--- src/rtl/fifo_stream_reader.sv ---
// Read-side master for a synchronous FIFO with a one-cycle read latency.
// A 3-entry skid buffer turns FIFO reads into a valid/ready stream and counts delivered beats.
module fifo_stream_reader #(
    parameter int DATA_WIDTH = 8,
    parameter int CNT_WIDTH  = 16
) (
    input  logic                  clk,
    input  logic                  rst,
    input  logic                  fifo_empty,
    output logic                  fifo_r_en,
    input  logic [DATA_WIDTH-1:0] fifo_data_out,
    input  logic                  flush,
    output logic                  m_valid,
    input  logic                  m_ready,
    output logic [DATA_WIDTH-1:0] m_data,
    output logic                  busy,
    output logic [CNT_WIDTH-1:0]  beat_cnt
);

    logic [DATA_WIDTH-1:0] mem [0:2];
    logic [1:0]            rd_ptr;
    logic [1:0]            wr_ptr;
    logic [1:0]            occ;
    logic                  inflight;
    logic [2:0]            pending;
    logic                  capture;
    logic                  pop;

    function automatic logic [1:0] inc3(input logic [1:0] p);
        return (p == 2'd2) ? 2'd0 : p + 2'd1;
    endfunction

    // Reserving a slot for the in-flight word keeps the buffer from ever overflowing,
    // and keeps m_ready out of the read-issue path.
    assign pending   = {1'b0, occ} + {2'b0, inflight};
    assign fifo_r_en = !rst && !flush && !fifo_empty && (pending < 3'd3);

    assign capture = inflight;
    assign pop     = m_valid && m_ready;

    assign m_valid = (occ != 2'd0);
    assign m_data  = m_valid ? mem[rd_ptr] : '0;
    assign busy    = (occ != 2'd0) || inflight;

    always_ff @(posedge clk) begin
        if (rst) begin
            occ      <= 2'd0;
            rd_ptr   <= 2'd0;
            wr_ptr   <= 2'd0;
            inflight <= 1'b0;
            beat_cnt <= '0;
        end else if (flush) begin
            occ      <= 2'd0;
            rd_ptr   <= 2'd0;
            wr_ptr   <= 2'd0;
            inflight <= 1'b0;
        end else begin
            inflight <= fifo_r_en;
            if (capture)
                wr_ptr <= inc3(wr_ptr);
            if (pop) begin
                rd_ptr   <= inc3(rd_ptr);
                beat_cnt <= beat_cnt + 1'b1;
            end
            case ({capture, pop})
                2'b10:   occ <= occ + 2'd1;
                2'b01:   occ <= occ - 2'd1;
                default: occ <= occ;
            endcase
        end
    end

    // Storage needs no reset: m_data is masked while the buffer is empty.
    always_ff @(posedge clk) begin
        if (!rst && !flush && capture)
            mem[wr_ptr] <= fifo_data_out;
    end

endmodule

--- config.mk ---
export PLATFORM = sky130hd
export DESIGN_NAME = fifo_stream_reader
export DESIGN_NICKNAME = d
export VERILOG_FILES = /design/src/rtl/fifo_stream_reader.sv
export SDC_FILE = /design/constraint.sdc
export NUM_CORES = 1
export LEC_CHECK = 0
export CAP_MARGIN = 10
export CORE_MARGIN = 8
export CORE_UTILIZATION = 55
export CTS_BUF_LIST = sky130_fd_sc_hd__clkbuf_16
export CTS_CLUSTER_SIZE = 20
export DETAILED_ROUTE_END_ITERATION = 8
export PLACE_DENSITY_LB_ADDON = 0.08
export SYNTH_ARGS = -nofsm -noshare
export SYNTH_HDL_FRONTEND = slang
export SYNTH_SLANG_ARGS = --single-unit
--- constraint.sdc ---
create_clock -name clk -period 4.68 [get_ports clk]
set_clock_uncertainty 0.2 [all_clocks]
set_input_delay 0.936 -clock clk [delete_from_list [all_inputs] [get_ports clk]]
set_output_delay 0.936 -clock clk [all_outputs]
set_load 0.05 [all_outputs]
**Word level (Yosys, flattened, before mapping)**

Memory sizes are Yosys's and may differ from the RTL's. A register that Yosys moved wholly into a read port is not among the register bits.
Index checks and enable logic that the tools add are counted.

- Add/sub/neg operators: 6
- Order comparisons: 1
- Equal/unequal tests: 4
- Multiplexer cells: 8
- Bitwise gates (word level): 1
- Reductions and logical operators: 13

Operators by type and width:

| kind | count |
|---|---|
| $add 16x1->16 const B | 1 |
| $mux 2 | 4 |
| $mux 8 | 1 |
| $add 2x1->2 const B | 3 |
| $eq 2x2->1 const B | 3 |
| $logic_and 1x1->1 | 5 |
| $pmux 2 s2 | 1 |
| $reduce_bool 2->1 | 2 |
| $add 2x1->3 | 1 |
| $logic_not 1->1 | 3 |
| $lt 3x2->1 const B | 1 |
| $eq 2x1->1 const B | 1 |
| $mux 1 | 2 |
| $reduce_and 2->1 | 1 |
| $reduce_or 2->1 | 1 |
| $sub 2x1->2 const B | 1 |
| $logic_or 1x1->1 | 1 |
| $not 1->1 | 1 |

- Flip-flop bits (word level): 23
- RAM bits: 24
- Bits of input ports: 13
- Output and inout port bits: 27
- Logic and storage cells: 39
- Memories kept: 1

Memory list:

| name | words | bits a word | rd ports | clocked after memory_dff | wr ports | RTL line | source |
|---|---|---|---|---|---|---|---|
| mem | 3 | 8 | 1 | 1 | 1 | 20 | `logic [DATA_WIDTH-1:0] mem [0:2];` |

**Depth between registers and ports, before layout**

- Depth in word-level cells: 5
- Gate-level depth with buffers: 7
- Depth with buffers taken out: 6

**Worst setup path before layout**

OpenSTA, ideal clock, no wires.

- Path kind: input port to output port
- From: input flush
- To: output fifo_r_en
- Arrival time: 3.845 ns
- Data required time: 3.544 ns
- Setup slack: -0.301 ns
- Cell stages on the path: 3
- Path buffers: 1
- Cell sequence: or2_2 > clkbuf_1 > a2111oi_0

- Longest elaborated chain between the ends: 4

RTL lines:

| item | RTL line | source |
|---|---|---|
| from (decl) | 12 | `input logic flush,` |
| $logic_not 1->1 | 36 | `assign fifo_r_en = !rst && !flush && !fifo_empty && (pending < 3'd3);` |
| $logic_and 1x1->1 (3 in series) | 36 |  |
| to (decl) | 10 | `output logic fifo_r_en,` |

No other way between the ends.

**Worst setup path in the final report**

Same ends and word-level chain as after synthesis.

==> run_results.csv <==
group,metric,value,unit
route,ant_nets,0,
pwr,power_density,315,nW/µm²
yosys,syn_area,2050,µm²
route,post-route-drc-count,0,
sta,finalSetupViolCount,0,
route,avgRoutedWirePerCell,14.8,µm
placement,routabilityCongestion,0.729,
floorplanning,start_util,0.565,
yosys,syn_inst,190,
finish,nFillCells,282,
sta,relSlewSlack,0.525,
route,drt-pass1-iter-count,4,
yosys,synthTopCellsByCount,"38 x nor2_1, 25 x dfxtp_1, 24 x edfxtp_1",
floorplanning,rows,22,
pwr,p_leak,0.915,nW
clocking,clk_pin_slew,60,ps
worst_setup_path,setup.worst_path.start_class,"input pin",
finish,multi_input_area,779,µm²
sta,slew_viol_final,0,
sta,hold_viol,0,
floorplanning,io_pins,40,
floorplanning,chipHeight,77.1,µm
global_route,gr-usage-all-layers,0.146,
finish,finalNonFillerCells,281,
yosys,synthArstFlopShare,0,
job,cap_violations,0,
route,routed_via_density,5.41,
floorplanning,chipWidth,77.1,µm
finish,drive_gt1_frac,0.0858,
yosys,synth_cell_types,28,
finish,seqCellArea,1220,µm²
placement,dpl.cell_count,273,
clocking,ctsLongestPathBuffers,2,
yosys,synth_area_leaders,"edfxtp_1 35%, dfxtp_1 24%, nor2_1 7.0%",
yosys,ys_seq_area_frac,0.595,
yosys,synth_edf_count,24,
clocking,hold_buffers,0,
clocking,cts-root-buf,"clkbuf_16",
global_route,grt_pass1_wl,7.00,mm
sta,min_period_over_period,0.816,
clocking,cts_buffers,5,
floorplanning,die_area,5940,µm²
route,vias,1519,
finish,nets,249,
clocking,cts_resized,0,
sta,finalSetupTns,0,ps
sta,rsz0062_at_grt,"no",
clocking,cts_max_level,2,
global_route,antenna_found_initial,0,
outcome,status,"completed",
worst_setup_path,worst-setup-path-type,"in2out",
sta,finalCriticalPeriod,3820,ps
global_route,grt_max_degree,22,
clocking,cts_tree,"yes",
yosys,syn_nets,207,
yosys,ys_ff_latch,49,
yosys,synth_ff_type,"dfxtp_1",
worst_setup_path,critPathArrivalTime,2680,ps
global_route,overflow,0,
placement,port_buffers,39,
finish,syn2layout_area_growth,29.3,%
yosys,synth_top_area_frac,0.351,
yosys,yosys_warnings,0,
route,wl,4.17,mm
sta,worst_pin_slew,710,ps
yosys,synth_area_leader_cell,"edfxtp_1",
clocking,cts_num_sinks,49,
worst_setup_path,end_kind,"primary output",
finish,n_antenna_cell,0,
global_route,first_global_vias,1526,
yosys,synth.most_common_cell,"nor2_1",
clocking,postCtsSetupRepairBufs,0,
clocking,clk_latency,290,ps
route,drt_iter0_drc,107,
worst_setup_path,cp_max_fo,9,
worst_setup_path,crit_required,3540,ps
placement,hpwl,2.94,mm
yosys,synth_area_per_cell,10.8,µm²
hold_path,min_path_type,"reg2reg",
pwr,max-vdd-ir-drop,0.238,mV
sta,fmax,0.262,GHz
floorplanning,core_area,3630,µm²
==> critical path: stages <==
cell	delay, ps
clkdlybuf4s50_1	520
or2_2	430
a2111oi_1	580
buf_12	220
==> per-stage QoR <==
step           hold slack, ps  power, W  setup slack, ps   util  area [µm²]
2_1_floorplan             299  0.000485              380      -        2050
3_3_place_gp              278  0.000506              902  0.692        2510
3_5_place_dp              299  0.000508              845  0.692        2510
4_1_cts                   310  0.000841              825  0.730        2650
5_1_grt                   351  0.000865              784  0.730        2650
6_report                  312  0.000836              861  0.730        2650
==> layout by cell type (no fill, tap or decap), types with 2 or more instances in the layout <==
master and n:
nor2_1 38, clkdlybuf4s50_1 38, ha_1 4, a21oi_1 15, clkbuf_16 5, mux2_2 5, edfxtp_1 24, buf_4 4
nor3_1 5, nand2_1 5, inv_1 7, nor4_1 6, clkinv_2 2, nor2b_1 5, nor3b_1 4, mux2i_1 8
xnor2_1 10, dfxtp_1 25, o21ai_0 2, or3_1 2, or2_2 2, nand3_1 6
==> logic make-up after synthesis <==
logic type / after synthesis / share of synthesized area
buf+inv: 14 / 0.0256
compound gates: 21 / 0.0579
xor+xnor: 11 / 0.0470
fa+ha+maj: 4 / 0.0244
flops: 49 / 0.595
simple gates: 78 / 0.184
mux: 13 / 0.0665
==> area by class of cell <==
class / count / share of cell area
tap: 48 / 0.0226
clock buffer: 5 / 0.0472
inverter: 6 / 0.00849
clock inverter: 3 / 0.00519
sequential: 49 / 0.460
timing repair buffer: 43 / 0.162
multi-input combinational: 127 / 0.294
==> sequential cells by signal, indices dropped and copies added (netlist names), named ones only <==
| name | cells |
|---|---|
| wr_ptr | 2 |
| occ | 2 |
| beat_cnt | 16 |
| capture | 1 |
| mem | 24 |
| rd_ptr | 2 |
==> report_power, final <==
part	switching, W	leakage [nW]	internal, W
clock	0.000144	0.0748	0.000194
combinational	0.0000256	0.423	0.0000197
sequential	0.00000190	0.418	0.000451
==> layer usage <==
layer	GRT usage	wire, µm
met3	0.0396	256
met5	0	0
met1	0.164	1730
met2	0.241	2060
met4	0.0887	121
==> path summary, 6_finish.rpt <==
check / start / to / slack, ps / cells past startpoint
min: beat_cnt[9] / beat_cnt[9] / 310 / 2
max reg2reg: occ[0] / beat_cnt[15] / 2430 / 4
max: flush / fifo_r_en / 860 / 4
min reg2reg: beat_cnt[9] / beat_cnt[9] / 310 / 2
No activity file was read; power rests on OpenSTA's default activity.
